## src/rtl/pipe_pkg.sv

```systemverilog
// Shared types and constants for the pipeline sequencing controller:
// FSM state encoding, next-PC source encodings and the default handler address.
package pipe_pkg;

   typedef enum logic [1:0] {
      ST_RUN   = 2'd0,
      ST_STALL = 2'd1,
      ST_EXC   = 2'd2,
      ST_ERET  = 2'd3
   } state_e;

   localparam logic [1:0] PCSEL_NPC     = 2'd0;
   localparam logic [1:0] PCSEL_HANDLER = 2'd1;
   localparam logic [1:0] PCSEL_EPC     = 2'd2;

   localparam logic [31:0] HANDLER_PC_DEFAULT = 32'h0000_4180;

   // Saturating 8-bit increment used by the stall watchdog.
   function automatic logic [7:0] sat_inc8(input logic [7:0] v);
      return (v == 8'hFF) ? v : v + 8'd1;
   endfunction

endpackage

```

## src/rtl/stall_watchdog.sv

```systemverilog
// Counts consecutive applied stall cycles and raises a sticky timeout flag
// once the count reaches STALL_LIMIT-1 while still stalled.
module stall_watchdog
   import pipe_pkg::*;
#(
   parameter int STALL_LIMIT = 64
) (
   input  logic clk,
   input  logic reset,
   input  logic stall_i,
   output logic timeout_o
);

   localparam logic [7:0] LIMIT_M1 = 8'(STALL_LIMIT - 1);

   logic [7:0] cnt_q, cnt_d;
   logic       flag_q, flag_d;

   // Next counter value and sticky flag.
   always_comb begin
      cnt_d  = 8'd0;
      flag_d = flag_q;
      if (stall_i) begin
         cnt_d  = sat_inc8(cnt_q);
         flag_d = flag_q | (cnt_q >= LIMIT_M1);
      end else begin
         cnt_d  = 8'd0;
         flag_d = flag_q;
      end
   end

   // Counter and flag registers.
   always_ff @(posedge clk) begin
      if (reset) begin
         cnt_q  <= 8'd0;
         flag_q <= 1'b0;
      end else begin
         cnt_q  <= cnt_d;
         flag_q <= flag_d;
      end
   end

   assign timeout_o = flag_q;

endmodule

```

## src/rtl/pipe_ctrl.sv

```systemverilog
// Pipeline sequencing controller: Mealy enables/clears, next-PC select and watchdog.
// Optional performance counters are built when PIPE_CTRL_PERF_EN is defined.
module pipe_ctrl
   import pipe_pkg::*;
#(
   parameter logic [31:0] HANDLER_PC  = HANDLER_PC_DEFAULT,
   parameter int          STALL_LIMIT = 64,
   parameter int          CNT_W       = 32
) (
   input  logic        clk,
   input  logic        reset,
   input  logic        Hazard_Stall,
   input  logic        MDU_Stall,
   input  logic        Req,
   input  logic        D_Eret,
   input  logic [31:0] EPC,
   output logic        PC_WE,
   output logic        F_D_RegWE,
   output logic        D_E_RegWE,
   output logic        E_M_RegWE,
   output logic        M_W_RegWE,
   output logic        F_D_clear,
   output logic        D_E_clear,
   output logic        E_M_clear,
   output logic        M_W_clear,
   output logic        Req_Out,
   output logic [1:0]  PC_Sel,
   output logic [31:0] Redirect_PC,
   output logic        Stall_Timeout
`ifdef PIPE_CTRL_PERF_EN
   ,
   output logic [CNT_W-1:0] Stall_Cnt,
   output logic [CNT_W-1:0] Flush_Cnt,
   output logic [CNT_W-1:0] Eret_Cnt
`endif
);

   state_e state_q, state_d;
   logic   stall_apply;
   logic   eret_take;

   // Counter width must be at least one bit.
   if (CNT_W < 1) begin : g_cnt_w_invalid
   end

   // Priority: reset > Req > EXC bubble cycle > stall > eret > normal flow.
   always_comb begin
      PC_WE       = 1'b1;
      F_D_RegWE   = 1'b1;
      D_E_RegWE   = 1'b1;
      E_M_RegWE   = 1'b1;
      M_W_RegWE   = 1'b1;
      F_D_clear   = 1'b0;
      D_E_clear   = 1'b0;
      E_M_clear   = 1'b0;
      M_W_clear   = 1'b0;
      Req_Out     = 1'b0;
      PC_Sel      = PCSEL_NPC;
      stall_apply = 1'b0;
      eret_take   = 1'b0;
      state_d     = ST_RUN;
      if (reset) begin
         state_d = ST_RUN;
      end else if (Req) begin
         Req_Out = 1'b1;
         PC_Sel  = PCSEL_HANDLER;
         state_d = ST_EXC;
      end else if (state_q == ST_EXC) begin
         state_d = ST_RUN;
      end else if (Hazard_Stall | MDU_Stall) begin
         PC_WE       = 1'b0;
         F_D_RegWE   = 1'b0;
         D_E_clear   = 1'b1;
         stall_apply = 1'b1;
         state_d     = ST_STALL;
      end else if (D_Eret) begin
         PC_Sel    = PCSEL_EPC;
         F_D_clear = 1'b1;
         eret_take = 1'b1;
         state_d   = ST_ERET;
      end else begin
         state_d = ST_RUN;
      end
      Redirect_PC = (PC_Sel == PCSEL_HANDLER) ? HANDLER_PC : EPC;
   end

   // FSM state register.
   always_ff @(posedge clk) begin
      if (reset) begin
         state_q <= ST_RUN;
      end else begin
         state_q <= state_d;
      end
   end

   stall_watchdog #(
      .STALL_LIMIT(STALL_LIMIT)
   ) u_watchdog (
      .clk      (clk),
      .reset    (reset),
      .stall_i  (stall_apply),
      .timeout_o(Stall_Timeout)
   );

`ifdef PIPE_CTRL_PERF_EN
   logic [CNT_W-1:0] stall_cnt_q, stall_cnt_d;
   logic [CNT_W-1:0] flush_cnt_q, flush_cnt_d;
   logic [CNT_W-1:0] eret_cnt_q, eret_cnt_d;

   // Event counters wrap naturally at 2^CNT_W.
   always_comb begin
      stall_cnt_d = stall_cnt_q + CNT_W'(stall_apply);
      flush_cnt_d = flush_cnt_q + CNT_W'(Req_Out);
      eret_cnt_d  = eret_cnt_q + CNT_W'(eret_take);
   end

   // Performance counter registers.
   always_ff @(posedge clk) begin
      if (reset) begin
         stall_cnt_q <= '0;
         flush_cnt_q <= '0;
         eret_cnt_q  <= '0;
      end else begin
         stall_cnt_q <= stall_cnt_d;
         flush_cnt_q <= flush_cnt_d;
         eret_cnt_q  <= eret_cnt_d;
      end
   end

   assign Stall_Cnt = stall_cnt_q;
   assign Flush_Cnt = flush_cnt_q;
   assign Eret_Cnt  = eret_cnt_q;
`else
   logic unused_eret_take;
   assign unused_eret_take = eret_take;
`endif

endmodule

```

## config.mk

```make
export PLATFORM = sky130hd
export DESIGN_NAME = pipe_ctrl
export DESIGN_NICKNAME = d
export VERILOG_FILES = /design/src/rtl/pipe_pkg.sv /design/src/rtl/stall_watchdog.sv /design/src/rtl/pipe_ctrl.sv
export SDC_FILE = /design/constraint.sdc
export NUM_CORES = 1
export LEC_CHECK = 0
export ABC_AREA = 1
export CELL_PAD_IN_SITES_DETAIL_PLACEMENT = 0
export CELL_PAD_IN_SITES_GLOBAL_PLACEMENT = 1
export CORE_UTILIZATION = 20
export DETAILED_ROUTE_END_ITERATION = 10
export PLACE_DENSITY_LB_ADDON = 0.1
export SLEW_MARGIN = 20
export SYNTH_ARGS = -nofsm -noshare
export SYNTH_HDL_FRONTEND = slang
export SYNTH_HIERARCHICAL = 1
export SYNTH_SLANG_ARGS = --single-unit
```

## constraint.sdc

```tcl
create_clock -name clk -period 3.8 [get_ports clk]
set_clock_uncertainty 0.1 [all_clocks]
set_input_delay 0.38 -clock clk [delete_from_list [all_inputs] [get_ports clk]]
set_output_delay 0.38 -clock clk [all_outputs]
set_load 0.005 [all_outputs]
```

==> results.rst, run 1 <==
.. list-table::
   :header-rows: 1

   * - Metric
     - Value
   * - Worst-case reg-to-reg path depth
     - 8
   * - Synthesis Warnings
     - 6
   * - Number of placement rows
     - 24
   * - Clk_lat worst skew
     - approximately 0.24 ns
   * - Total count of max-transition violations in the final report
     - 0
   * - Most heavily used metal layer in global routing
     - met2
   * - GPL Wtd Cong
     - 0.668
   * - Growth of design area from synthesis to finish
     - 86.3%
   * - Hold/Removal Path Class
     - reg2reg
   * - M2 GR Usage
     - between 10% and 20%
   * - Maximum root-to-sink buffer count
     - 2
   * - Share of layout cells above drive strength 1
     - under 10%
   * - Post-layout power
     - 361 µW
   * - Power density over the cells
     - about 210 mW/mm²
   * - Total vias in the final route
     - roughly 1.1k
   * - Final hold violations
     - 0
   * - Number of setup buffers added after CTS
     - 0
   * - GRT overflow
     - 0
   * - GRT Overall Usage
     - a little under an eighth
   * - Post-Route Utilization
     - 39.3%
   * - Clock Tree Root
     - sky130_fd_sc_hd__clkbuf_8
   * - Antenna cell count
     - 0
   * - Area post-placement
     - 0.00168 mm²
   * - Initial antenna violation count
     - 0
   * - Worst Max-Slew Pin Slew
     - between 0.7 and 0.8 ns
   * - Fmax
     - between 300 and 400 MHz
   * - Kind of start point of the critical path
     - input pin
   * - Floorplan die width
     - approximately 70 µm
   * - Kind of capture point of the worst setup path
     - output pin
   * - CTS clk-pin slew, worst paths
     - around 0.050 ns
   * - Arrival time worst endpoint
     - about 2.2 ns
   * - Post-cts repair resize count
     - 0
   * - Area of the core
     - about 0.0044 mm²
   * - Post-layout minimum cycle time
     - ~2.7 ns
   * - Pin count of the biggest net entering global routing
     - 36
   * - Die span in y
     - about 70 µm
   * - End point of the critical path
     - Redirect_PC[14]
   * - Final instance area
     - around 0.0017 mm²
   * - Unrepaired setup endpoints after global routing
     - no
   * - Worst slew slack as a fraction of its limit
     - just under 50%
   * - Via density
     - 3.71
   * - CTS hold repair buffers
     - 0
   * - WHS
     - between 0.4 and 0.5 ns
   * - Result of the run
     - complete, no violations
   * - Crit Reg-Reg Startpoint
     - state_q[0]
   * - Clock sink total
     - 11
   * - Met3 GRT Util
     - under 10%
   * - Final net count
     - 277
   * - Share of the clock period used by the worst path after layout
     - a little over two thirds
   * - Data required, critical path
     - 3.32 ns
   * - Highest ir drop seen on vdd
     - approximately 170 µV
   * - Number of iterations in the first detailed-routing pass
     - 4
   * - Distinct cells, synth
     - 21
   * - Leakage
     - slightly above 0.8 nW
   * - Setup violators final
     - 0
   * - ANT nets after route
     - 0
   * - Dpl ws
     - 1.07 ns
   * - Drt wl/cell
     - 9.31 µm
   * - Drt total wl
     - about 2.7 mm
   * - Peak fanout along the critical path
     - 35
   * - HPWL reported at the end of detailed placement
     - about 2.2 mm
   * - Sequential cell area fraction in the yosys report
     - between 20% and 30%
   * - Total of flip-flops plus latches after synthesis
     - 11
   * - Number of H-tree levels
     - 1
   * - Number of buffers added on ports
     - 77
   * - 1st-iter DRT viols
     - 19
   * - Final Instance Count excl. Fillers
     - 289
   * - Number of CTS-inserted buffers
     - 3
   * - R2R Setup Slk
     - 2.48 ns
   * - Wire length of the first global-routing pass
     - 4.52 mm
   * - Worst setup path start
     - reset
   * - Number of global-route vias before repair
     - 993
   * - Count of mapped cells out of synthesis
     - 164
   * - Post-Syn Area
     - just over 900 µm²
   * - Setup slack of the critical path after layout
     - 1.11 ns
   * - Dpl cells
     - between 200 and 300
   * - Total negative slack for setup checks
     - 0 ns
   * - Top-Level Pins
     - 83
   * - Overall die area
     - approximately 0.005 mm²
   * - Starting utilization of the core area
     - between 20% and 30%
   * - DRC violation count after routing
     - 0
   * - Met1 track demand over resource
     - roughly 15%
   * - MaxCap Viol Count
     - 0
   * - Per-instance average area after synthesis
     - about 5.6 µm²
   * - RR Endpoint
     - u_watchdog/cnt_q[6]
   * - Clock tree from TritonCTS
     - built
   * - CP Class
     - in2out
-- critical path: stages --
cell	delay, ns
sky130_fd_sc_hd__clkdlybuf4s50_1	0.51
sky130_fd_sc_hd__nor2_4	0.64
sky130_fd_sc_hd__or2_1	0.18
sky130_fd_sc_hd__clkdlybuf4s50_1	0.49
-- power by group --
group | leakage (nW) | switching, mW | internal (mW) | total [mW]
clock network | 0.0228 | 0.0450 | 0.0737 | 0.119
registers | 0.0892 | 0.000869 | 0.117 | 0.118
logic | 0.712 | 0.0396 | 0.0844 | 0.124
-- layout by cell type (no fill, tap or decap), types with 3 or more instances in the layout --
cell	synthesis	layout
sky130_fd_sc_hd__dfxtp_1	11	11
sky130_fd_sc_hd__clkdlybuf4s50_1	0	77
sky130_fd_sc_hd__a21oi_1	4	4
sky130_fd_sc_hd__conb_1	2	5
sky130_fd_sc_hd__nand2_1	21	21
sky130_fd_sc_hd__nand3_1	5	5
sky130_fd_sc_hd__inv_1	46	46
sky130_fd_sc_hd__clkbuf_8	0	3
sky130_fd_sc_hd__or2_1	3	3
sky130_fd_sc_hd__nor2_4	3	3
sky130_fd_sc_hd__nor2_1	45	45
-- Yosys cell counts, drive strengths merged --
| library cell | count | area (µm²) |
|---|---|---|
| nor2 | 50 | 215 |
| inv | 46 | 173 |
| nand2 | 23 | 96.4 |
| buf | 11 | 93.8 |
| dfxtp | 11 | 220 |
| nand3 | 5 | 25.0 |
| a21oi | 4 | 20.0 |
| o21ai | 4 | 20.0 |
| or2 | 3 | 18.8 |
| conb | 2 | 7.51 |
| a31oi | 1 | 6.26 |
| clkinv | 1 | 3.75 |
| ha | 1 | 12.5 |
| nor3 | 1 | 5.00 |
| o211ai | 1 | 7.51 |
-- worst min path at each step --
stage,start,to,slack (ns),cells after the start
2_1_floorplan,u_watchdog/cnt_q[3],u_watchdog/cnt_q[3],0.37,2
6_report,u_watchdog/cnt_q[3],u_watchdog/cnt_q[3],0.41,2
4_1_cts,u_watchdog/cnt_q[3],u_watchdog/cnt_q[3],0.41,2
5_1_grt,state_q[1],state_q[1],0.46,3
3_3_place_gp,u_watchdog/cnt_q[3],u_watchdog/cnt_q[3],0.41,2
3_5_place_dp,u_watchdog/cnt_q[3],u_watchdog/cnt_q[3],0.40,2
-- area by class of cell --
cell class / count / area (µm²)
timing repair buffer: 77 / 771
sequential: 11 / 220
inverter: 47 / 176
clock buffer: 4 / 45.0
tap: 52 / 65.1
multi-input combinational: 98 / 445
fill: 474 / 2660
-- per-layer routing --
layer	routed length, µm	vias up
li1	-	594
met5	0	-
met3	217	2
met1	1290	435
met2	1170	41
met4	14	0
-- sequential cells by signal, indices dropped and copies added, names as in the netlist --
signal / cells
state_q: 2
u_watchdog/cnt_q: 8
u_watchdog/timeout_o: 1
-- logic make-up after synthesis --
logic type	Yosys count	share of synthesized area, %
compound gates	10	5.82
fa+ha+maj	1	1.35
simple gates	82	39.0
flops	11	23.8
other cells	2	0.812
buf+inv	58	29.2
Power figures use the tool's default switching activity.
==> run 2, diff against run 1 <==
CORE_UTILIZATION = 17   (was 20)
clock period = 2.2 ns   (was 3.8 ns; I/O delays follow)
==> results.rst, run 2 (synthesis gave the netlist of run 1 again) <==
.. list-table::
   :header-rows: 1

   * - Metric
     - Value
   * - 1st-iter DRT viols
     - 26 (was 19)
   * - RR Endpoint
     - u_watchdog/cnt_q[6] (unchanged)
   * - Peak fanout along the critical path
     - 4 (was 35)
   * - Cell-by-cell listing of the critical path
     - clkdlybuf4s50_1 -> nor2_1 -> nand2_1 -> nor3_1 -> clkdlybuf4s50_1 (was clkdlybuf4s50_1 -> nor2_4 -> or2_1 -> clkdlybuf4s50_1)
   * - Kind of start point of the critical path
     - input pin (unchanged)
   * - Floorplan die width
     - 75.8 µm (was 70.0 µm)
   * - Result of the run
     - complete, no violations (unchanged)
   * - Number of H-tree levels
     - 1 (unchanged)
   * - CP most frequent cell
     - sky130_fd_sc_hd__clkdlybuf4s50_1 (unchanged)
   * - Initial antenna violation count
     - 0 (unchanged)
   * - Top library cells by usage in the layout, fill and taps aside
     - 77 x sky130_fd_sc_hd__clkdlybuf4s50_1, 46 x sky130_fd_sc_hd__inv_1, 45 x sky130_fd_sc_hd__nor2_1, 21 x sky130_fd_sc_hd__nand2_1, 11 x sky130_fd_sc_hd__dfxtp_1 (unchanged)
   * - Arrival time worst endpoint
     - 1.72 ns (was 2.21 ns)
   * - R2R Setup Slk
     - 0.83 ns (was 2.48 ns)
   * - Via density
     - 3.53 (was 3.71)
   * - Die span in y
     - 75.8 µm (was 70.0 µm)
   * - Clock Tree Root
     - sky130_fd_sc_hd__clkbuf_8 (unchanged)
   * - Data required, critical path
     - 1.88 ns (was 3.32 ns)
   * - Power density over the cells
     - 356 mW/mm² (was 209 mW/mm²)
   * - Setup violators final
     - 0 (unchanged)
   * - Final net count
     - 281 (was 277)
   * - Number of CTS-inserted buffers
     - 3 (unchanged)
   * - Post-cts repair resize count
     - 0 (unchanged)
   * - CTS clk-pin slew, worst paths
     - 0.05 ns (about the same)
   * - Most frequent standard cell in the layout excluding fill and tap cells
     - sky130_fd_sc_hd__clkdlybuf4s50_1 (unchanged)
   * - Antenna cell count
     - 0 (unchanged)
   * - Slowest cell on the critical path
     - sky130_fd_sc_hd__clkdlybuf4s50_1 (was sky130_fd_sc_hd__nor2_4)
   * - Hold/Removal Path Class
     - reg2reg (unchanged)
   * - Starting utilization of the core area
     - 17.9% (was 21.1%)
   * - Combined area of the multi-input logic cells
     - 445 µm² (unchanged)
   * - Post-Route Utilization
     - 34.6% (was 39.3%)
   * - Total negative slack for setup checks
     - 0 ns (unchanged)
   * - Drt wl/cell
     - 9.00 µm (was 9.31 µm)
   * - Kind of capture point of the worst setup path
     - output pin (unchanged)
   * - Unrepaired setup endpoints after global routing
     - no (unchanged)
   * - Number of placement rows
     - 26 (was 24)
   * - Register area
     - 220 µm² (unchanged)
   * - Leakage
     - 0.851 nW (was 0.824 nW)
   * - Dpl ws
     - 0.145 ns (was 1.07 ns)
   * - MaxCap Viol Count
     - 0 (unchanged)
   * - GPL Wtd Cong
     - 0.684 (was 0.668)
   * - Final hold violations
     - 0 (unchanged)
   * - HPWL reported at the end of detailed placement
     - 2.32 mm (was 2.17 mm)
   * - GRT Overall Usage
     - 9.11% (was 11.4%)
   * - Top-Level Pins
     - 83 (unchanged)
   * - Top Family by Delay on Critical Path
     - buffers and inverters (unchanged)
   * - Share of the clock period used by the worst path after layout
     - roughly 93%
   * - Number of setup buffers added after CTS
     - 0 (unchanged)
   * - Clock sink total
     - 11 (unchanged)
   * - Overall die area
     - 0.00574 mm² (was 0.00490 mm²)
   * - Crit Reg-Reg Startpoint
     - state_q[0] (unchanged)
   * - Total count of max-transition violations in the final report
     - 0 (unchanged)
   * - GRT overflow
     - 0 (unchanged)
   * - Buf/Inv on CP
     - 2 (unchanged)
   * - Final Instance Count excl. Fillers
     - 311 (was 289)
   * - CP Class
     - in2out (unchanged)
   * - Number of buffers added on ports
     - 77 (unchanged)
   * - Largest register by flop count
     - u_watchdog/cnt_q (unchanged)
   * - Total vias in the final route
     - 1098 (was 1072)
   * - Dpl cells
     - 307 (was 285)
   * - Endpoint with the worst hold slack
     - u_watchdog/cnt_q[3] (unchanged)
   * - Share of layout cells above drive strength 1
     - 6.22% (was 4.22%)
   * - Maximum root-to-sink buffer count
     - 2 (unchanged)
   * - ANT nets after route
     - 0 (unchanged)
   * - DRC violation count after routing
     - 0 (unchanged)
   * - Post-layout minimum cycle time
     - between 2 and 2.5 ns
   * - Drt total wl
     - 2.80 mm (was 2.69 mm)
   * - Area of the core
     - 0.00517 mm² (was 0.00438 mm²)
   * - Pin count of the biggest net entering global routing
     - 16 (was 36)
   * - Clk_lat worst skew
     - 0.24 ns (about the same)
   * - Wire length of the first global-routing pass
     - 3.93 mm (was 4.52 mm)
   * - Worst Hold Launch
     - u_watchdog/cnt_q[3] (unchanged)
   * - Fill cells
     - 551 (was 474)
   * - Clock tree from TritonCTS
     - built (unchanged)
   * - Highest ir drop seen on vdd
     - 216 µV (was 166 µV)
   * - Number of iterations in the first detailed-routing pass
     - 4 (unchanged)
   * - CTS hold repair buffers
     - 0 (unchanged)
   * - Setup slack of the critical path after layout
     - 0.156 ns (was 1.11 ns)
   * - Max stage delay on crit path
     - 0.54 ns (was 0.64 ns)
   * - Worst-case reg-to-reg path depth
     - 8 (unchanged)
   * - Number of flip-flops under the largest register name
     - 8 (unchanged)
   * - Post-layout power
     - 638 µW (was 361 µW)
   * - Number of global-route vias before repair
     - 895 (was 993)
   * - Fmax
     - between 400 and 500 MHz
   * - Growth of design area from synthesis to finish
     - 93.5% (was 86.3%)
   * - Number of cells traversed by the worst hold path
     - 2 (unchanged)
[run 2: changes by cell type in the layout (fill, tap and decap cells not counted), sizes merged]
cell and change:
clkbuf -1, buf +4, clkinv +1
[run 2: worst register-to-register path: stages, from the launching register on]
cell and delay [ns]:
sky130_fd_sc_hd__dfxtp_1 0.30, sky130_fd_sc_hd__inv_1 0.04, sky130_fd_sc_hd__nand2_1 0.06, sky130_fd_sc_hd__nand3_1 0.12, sky130_fd_sc_hd__inv_1 0.11, sky130_fd_sc_hd__nand2_1 0.11
sky130_fd_sc_hd__inv_1 0.19, sky130_fd_sc_hd__o21ai_0 0.16, sky130_fd_sc_hd__nor2_1 0.10
[run 2: how the worst max path moves through the flow]
stage | end | slack (ns) | cells after the start | startpoint
global placement | PC_Sel[1] | 0.17 | 5 | reset
finish | F_D_clear | 0.16 | 5 | reset
global route | PC_Sel[1] | 0.01 | 5 | reset
detailed placement | F_D_clear | 0.14 | 5 | reset
floorplan | u_watchdog/timeout_o | 0.98 | 7 | u_watchdog/cnt_q[0]
CTS | F_D_clear | 0.14 | 5 | reset
[run 2: area by class of cell]
class                   count  share of cell area (%)
flip-flops and latches     11                    12.3
clock inverters             1                   0.280
multi-input cells          98                    24.9
clock buffers               3                    2.31
inverters                  47                    9.86
repair buffers             81                    45.5
well taps                  70                    4.90
[run 2: metrics by stage]
stage,area [µm²],hold WS (ns)
floorplan,936,0.241
global placement,1740,0.410
detailed placement,1740,0.403
CTS,1790,0.412
global route,1790,0.474
finish,1790,0.411
[run 2: where the power goes]
group          switching, mW  leakage [nW]  internal [mW]
Combinational         0.0708         0.736          0.153
Sequential           0.00151        0.0892          0.203
Clock                 0.0848        0.0255          0.125
Total                  0.157         0.851          0.481
[run 2: per-layer routing]
layer / part of all wire, % / vias up / global-route usage (%) / routed length (µm)
met5: 0 / - / 0 / 0
met4: 1.8 / 0 / 4.94 / 50
met3: 12 / 5 / 1.72 / 328
met2: 40 / 57 / 15.0 / 1120
met1: 46 / 430 / 11.1 / 1300
li1: - / 606 / - / -
==> run 3, diff against run 2 <==
==> constraint.sdc (replaced) <==
create_clock -name clk -period 2.2 [get_ports clk]
set_clock_uncertainty 0.1 [all_clocks]
set_input_delay 0.44 -clock clk [delete_from_list [all_inputs] [get_ports clk]]
set_output_delay 0.44 -clock clk [all_outputs]
set_load 0.005 [all_outputs]
==> results.rst, run 3 (synthesis gave the netlist of run 1 again) <==
.. list-table::
   :header-rows: 1

   * - Metric
     - Value
   * - Drt total wl
     - 2.92 mm (was 2.80 mm)
   * - Top-Level Pins
     - 83 (unchanged)
   * - Final hold violations
     - 0 (unchanged)
   * - Clock Tree Root
     - sky130_fd_sc_hd__clkbuf_8 (unchanged)
   * - 1st-iter DRT viols
     - 10 (was 26)
   * - Starting utilization of the core area
     - 17.9% (unchanged)
   * - Buf/Inv on CP
     - 5 (was 2)
   * - Floorplan die width
     - 75.8 µm (unchanged)
   * - CP Class
     - in2out (unchanged)
   * - Fmax
     - 475 MHz (was 489 MHz)
   * - GPL Wtd Cong
     - 0.737 (was 0.684)
   * - Relative contribution of the clock network to total power
     - 31.9% (was 32.9%)
   * - MaxCap Viol Count
     - 0 (unchanged)
   * - Combinational Power Share
     - 35.8% (was 35.1%)
   * - Data required, critical path
     - 1.66 ns (was 1.88 ns)
   * - Slowest cell on the critical path
     - sky130_fd_sc_hd__clkdlybuf4s50_1 (unchanged)
   * - Unrepaired setup endpoints after global routing
     - no (unchanged)
   * - Pin count of the biggest net entering global routing
     - 11 (was 16)
   * - Power density over the cells
     - 334 mW/mm² (was 356 mW/mm²)
   * - Initial antenna violation count
     - 0 (unchanged)
   * - Number of cells traversed by the worst hold path
     - 2 (unchanged)
   * - Antenna cell count
     - 0 (unchanged)
   * - Share of layout cells above drive strength 1
     - 13.3% (was 6.22%)
   * - Setup violators final
     - 0 (unchanged)
   * - Total count of max-transition violations in the final report
     - 0 (unchanged)
   * - Kind of start point of the critical path
     - input pin (unchanged)
   * - Hold/Removal Path Class
     - reg2reg (unchanged)
   * - Arrival time worst endpoint
     - 1.57 ns (was 1.72 ns)
   * - CTS hold repair buffers
     - 0 (unchanged)
   * - Final Instance Count excl. Fillers
     - 325 (was 311)
   * - Sequential cell fraction of total power
     - 32.3% (was 32.0%)
   * - Number of iterations in the first detailed-routing pass
     - 4 (unchanged)
   * - Area of the core
     - 0.00517 mm² (unchanged)
   * - Largest register by flop count
     - u_watchdog/cnt_q (unchanged)
   * - Worst Hold Launch
     - u_watchdog/cnt_q[3] (unchanged)
   * - Worst-case reg-to-reg path depth
     - 7 (was 8)
   * - Endpoint with the worst hold slack
     - u_watchdog/cnt_q[3] (unchanged)
   * - Share of the clock period used by the worst path after layout
     - 95.7% (was 92.9%)
   * - Die span in y
     - 75.8 µm (unchanged)
   * - Clock sink total
     - 11 (unchanged)
   * - ANT nets after route
     - 0 (unchanged)
   * - Number of buffers added on ports
     - 77 (unchanged)
   * - DRC violation count after routing
     - 0 (unchanged)
   * - Clk_lat worst skew
     - 0.23 ns (was 0.24 ns)
   * - Wire length of the first global-routing pass
     - 4.28 mm (was 3.93 mm)
   * - Max stage delay on crit path
     - 0.49 ns (was 0.54 ns)
   * - Peak fanout along the critical path
     - 8 (was 4)
   * - Number of H-tree levels
     - 1 (unchanged)
   * - Result of the run
     - complete, no violations (unchanged)
   * - Top library cells by usage in the layout, fill and taps aside
     - 47 x sky130_fd_sc_hd__clkdlybuf4s50_1, 45 x sky130_fd_sc_hd__inv_1, 44 x sky130_fd_sc_hd__nor2_1, 28 x sky130_fd_sc_hd__dlygate4sd2_1, 20 x sky130_fd_sc_hd__nand2_1 (was 77 x sky130_fd_sc_hd__clkdlybuf4s50_1, 46 x sky130_fd_sc_hd__inv_1, 45 x sky130_fd_sc_hd__nor2_1, 21 x sky130_fd_sc_hd__nand2_1, 11 x sky130_fd_sc_hd__dfxtp_1)
   * - Number of flip-flops under the largest register name
     - 8 (unchanged)
   * - Highest ir drop seen on vdd
     - 238 µV (was 216 µV)
   * - Total vias in the final route
     - 1155 (was 1098)
   * - Kind of capture point of the worst setup path
     - output pin (unchanged)
   * - GRT Overall Usage
     - 9.74% (was 9.11%)
   * - Overall die area
     - 0.00574 mm² (unchanged)
   * - Drt wl/cell
     - 8.99 µm (was 9.00 µm)
   * - Dpl cells
     - 316 (was 307)
   * - R2R Setup Slk
     - 0.84 ns (was 0.83 ns)
   * - RR Endpoint
     - u_watchdog/timeout_o (was u_watchdog/cnt_q[6])
   * - GRT overflow
     - 0 (unchanged)
   * - HPWL reported at the end of detailed placement
     - 2.41 mm (was 2.32 mm)
   * - Via density
     - 3.55 (was 3.53)
   * - CTS clk-pin slew, worst paths
     - 0.05 ns (about the same)
   * - Most frequent standard cell in the layout excluding fill and tap cells
     - sky130_fd_sc_hd__clkdlybuf4s50_1 (unchanged)
   * - P_sw
     - 152 µW (was 157 µW)
   * - Final net count
     - 295 (was 281)
   * - Maximum root-to-sink buffer count
     - 2 (unchanged)
   * - Post-Route Utilization
     - 36.6% (was 34.6%)
   * - Fill cells
     - 583 (was 551)
   * - Number of placement rows
     - 26 (unchanged)
   * - Post-layout minimum cycle time
     - 2.11 ns (was 2.04 ns)
   * - Crit Reg-Reg Startpoint
     - u_watchdog/cnt_q[0] (was state_q[0])
   * - Number of global-route vias before repair
     - 975 (was 895)
   * - Number of CTS-inserted buffers
     - 3 (unchanged)
   * - Switching share of power
     - 24.0% (was 24.6%)
   * - Growth of design area from synthesis to finish
     - 105% (was 93.5%)
   * - Clock tree from TritonCTS
     - built (unchanged)
   * - Cell-by-cell listing of the critical path
     - clkdlybuf4s15_1 -> inv_2 -> nor2_4 -> buf_4 -> buf_12 -> clkdlybuf4s50_1 (was clkdlybuf4s50_1 -> nor2_1 -> nand2_1 -> nor3_1 -> clkdlybuf4s50_1)
   * - Internal Power
     - 480 µW (was 481 µW)
   * - Top Family by Delay on Critical Path
     - buffers and inverters (unchanged)
   * - Leakage
     - 0.989 nW (was 0.851 nW)
   * - Post-layout power
     - 631 µW (was 638 µW)
==> run 3: cell count changes in the layout (fill, tap and decap cells not counted), sizes merged <==
cell,before,now
buf,4,18
clkbuf,3,5
clkdlybuf4s50,77,47
clkdlybuf4s15,0,1
dlygate4sd2,0,28
clkinv,2,1
==> run 3: timing repair <==
action | CTS | global route
endpoints found under the setup margin | 39 | 5
buffers inserted | 4 | 0
pin swaps | 1 | 1
gates resized for setup | 37 | 3
cloned | 1 | 0
==> run 3: power by group through the flow <==
stage          sequential, mW  clock, mW  combinational [mW]
6_report                0.204      0.201               0.226
5_1_grt                 0.204      0.224               0.253
4_1_cts                 0.204      0.212               0.230
3_5_place_dp            0.208          0               0.237
3_3_place_gp            0.208          0               0.238
2_1_floorplan           0.208          0              0.0747
==> run 3: through the flow <==
step / instance area (µm²) / TNS, ns / hold slack [ns] / setup WS [ns]
finish: 1890 / 0 / 0.396 / 0.0938
global route: 1890 / 0 / 0.422 / 0.0112
CTS: 1890 / 0 / 0.401 / 0.0249
detailed placement: 1810 / -7.94 / 0.394 / -0.305
global placement: 1810 / -8.10 / 0.399 / -0.239
floorplan: 936 / 0 / 0.374 / 0.652
==> run 3: worst max-delay path by stage <==
stage,from,endpoint,slack (ns),depth (start not counted)
floorplan,reset,PC_Sel[1],0.65,4
global placement,reset,PC_Sel[1],-0.24,5
detailed placement,reset,F_D_clear,-0.31,5
CTS,Req,PC_Sel[0],0.02,6
global route,Req,PC_Sel[0],0.01,6
finish,Req,PC_Sel[0],0.09,6
==> run 3: layout make-up <==
type                    count  area, µm²  share of cell area, %
multi-input cells          98        460                   24.3
flip-flops and latches     11        220                   11.6
inverters                  47        176                   9.33
clock buffers               4       45.0                   2.38
well taps                  70       87.6                   4.63
repair buffers             95        902                   47.7
==> run 3: layer usage <==
layer | vias to the layer above | global-route usage (%) | part of all wire, %
li1 | 630 | - | -
met1 | 471 | 11.4 | 43
met2 | 52 | 16.5 | 42
met3 | 2 | 3.04 | 13
met4 | 0 | 3.70 | 0.58
met5 | - | 0 | 0
==> run 3: tightest hold or removal path: stages, from the launching register on <==
cell	delay (ns)
sky130_fd_sc_hd__dfxtp_1	0.31
sky130_fd_sc_hd__nand2_1	0.06
sky130_fd_sc_hd__a31oi_1	0.08
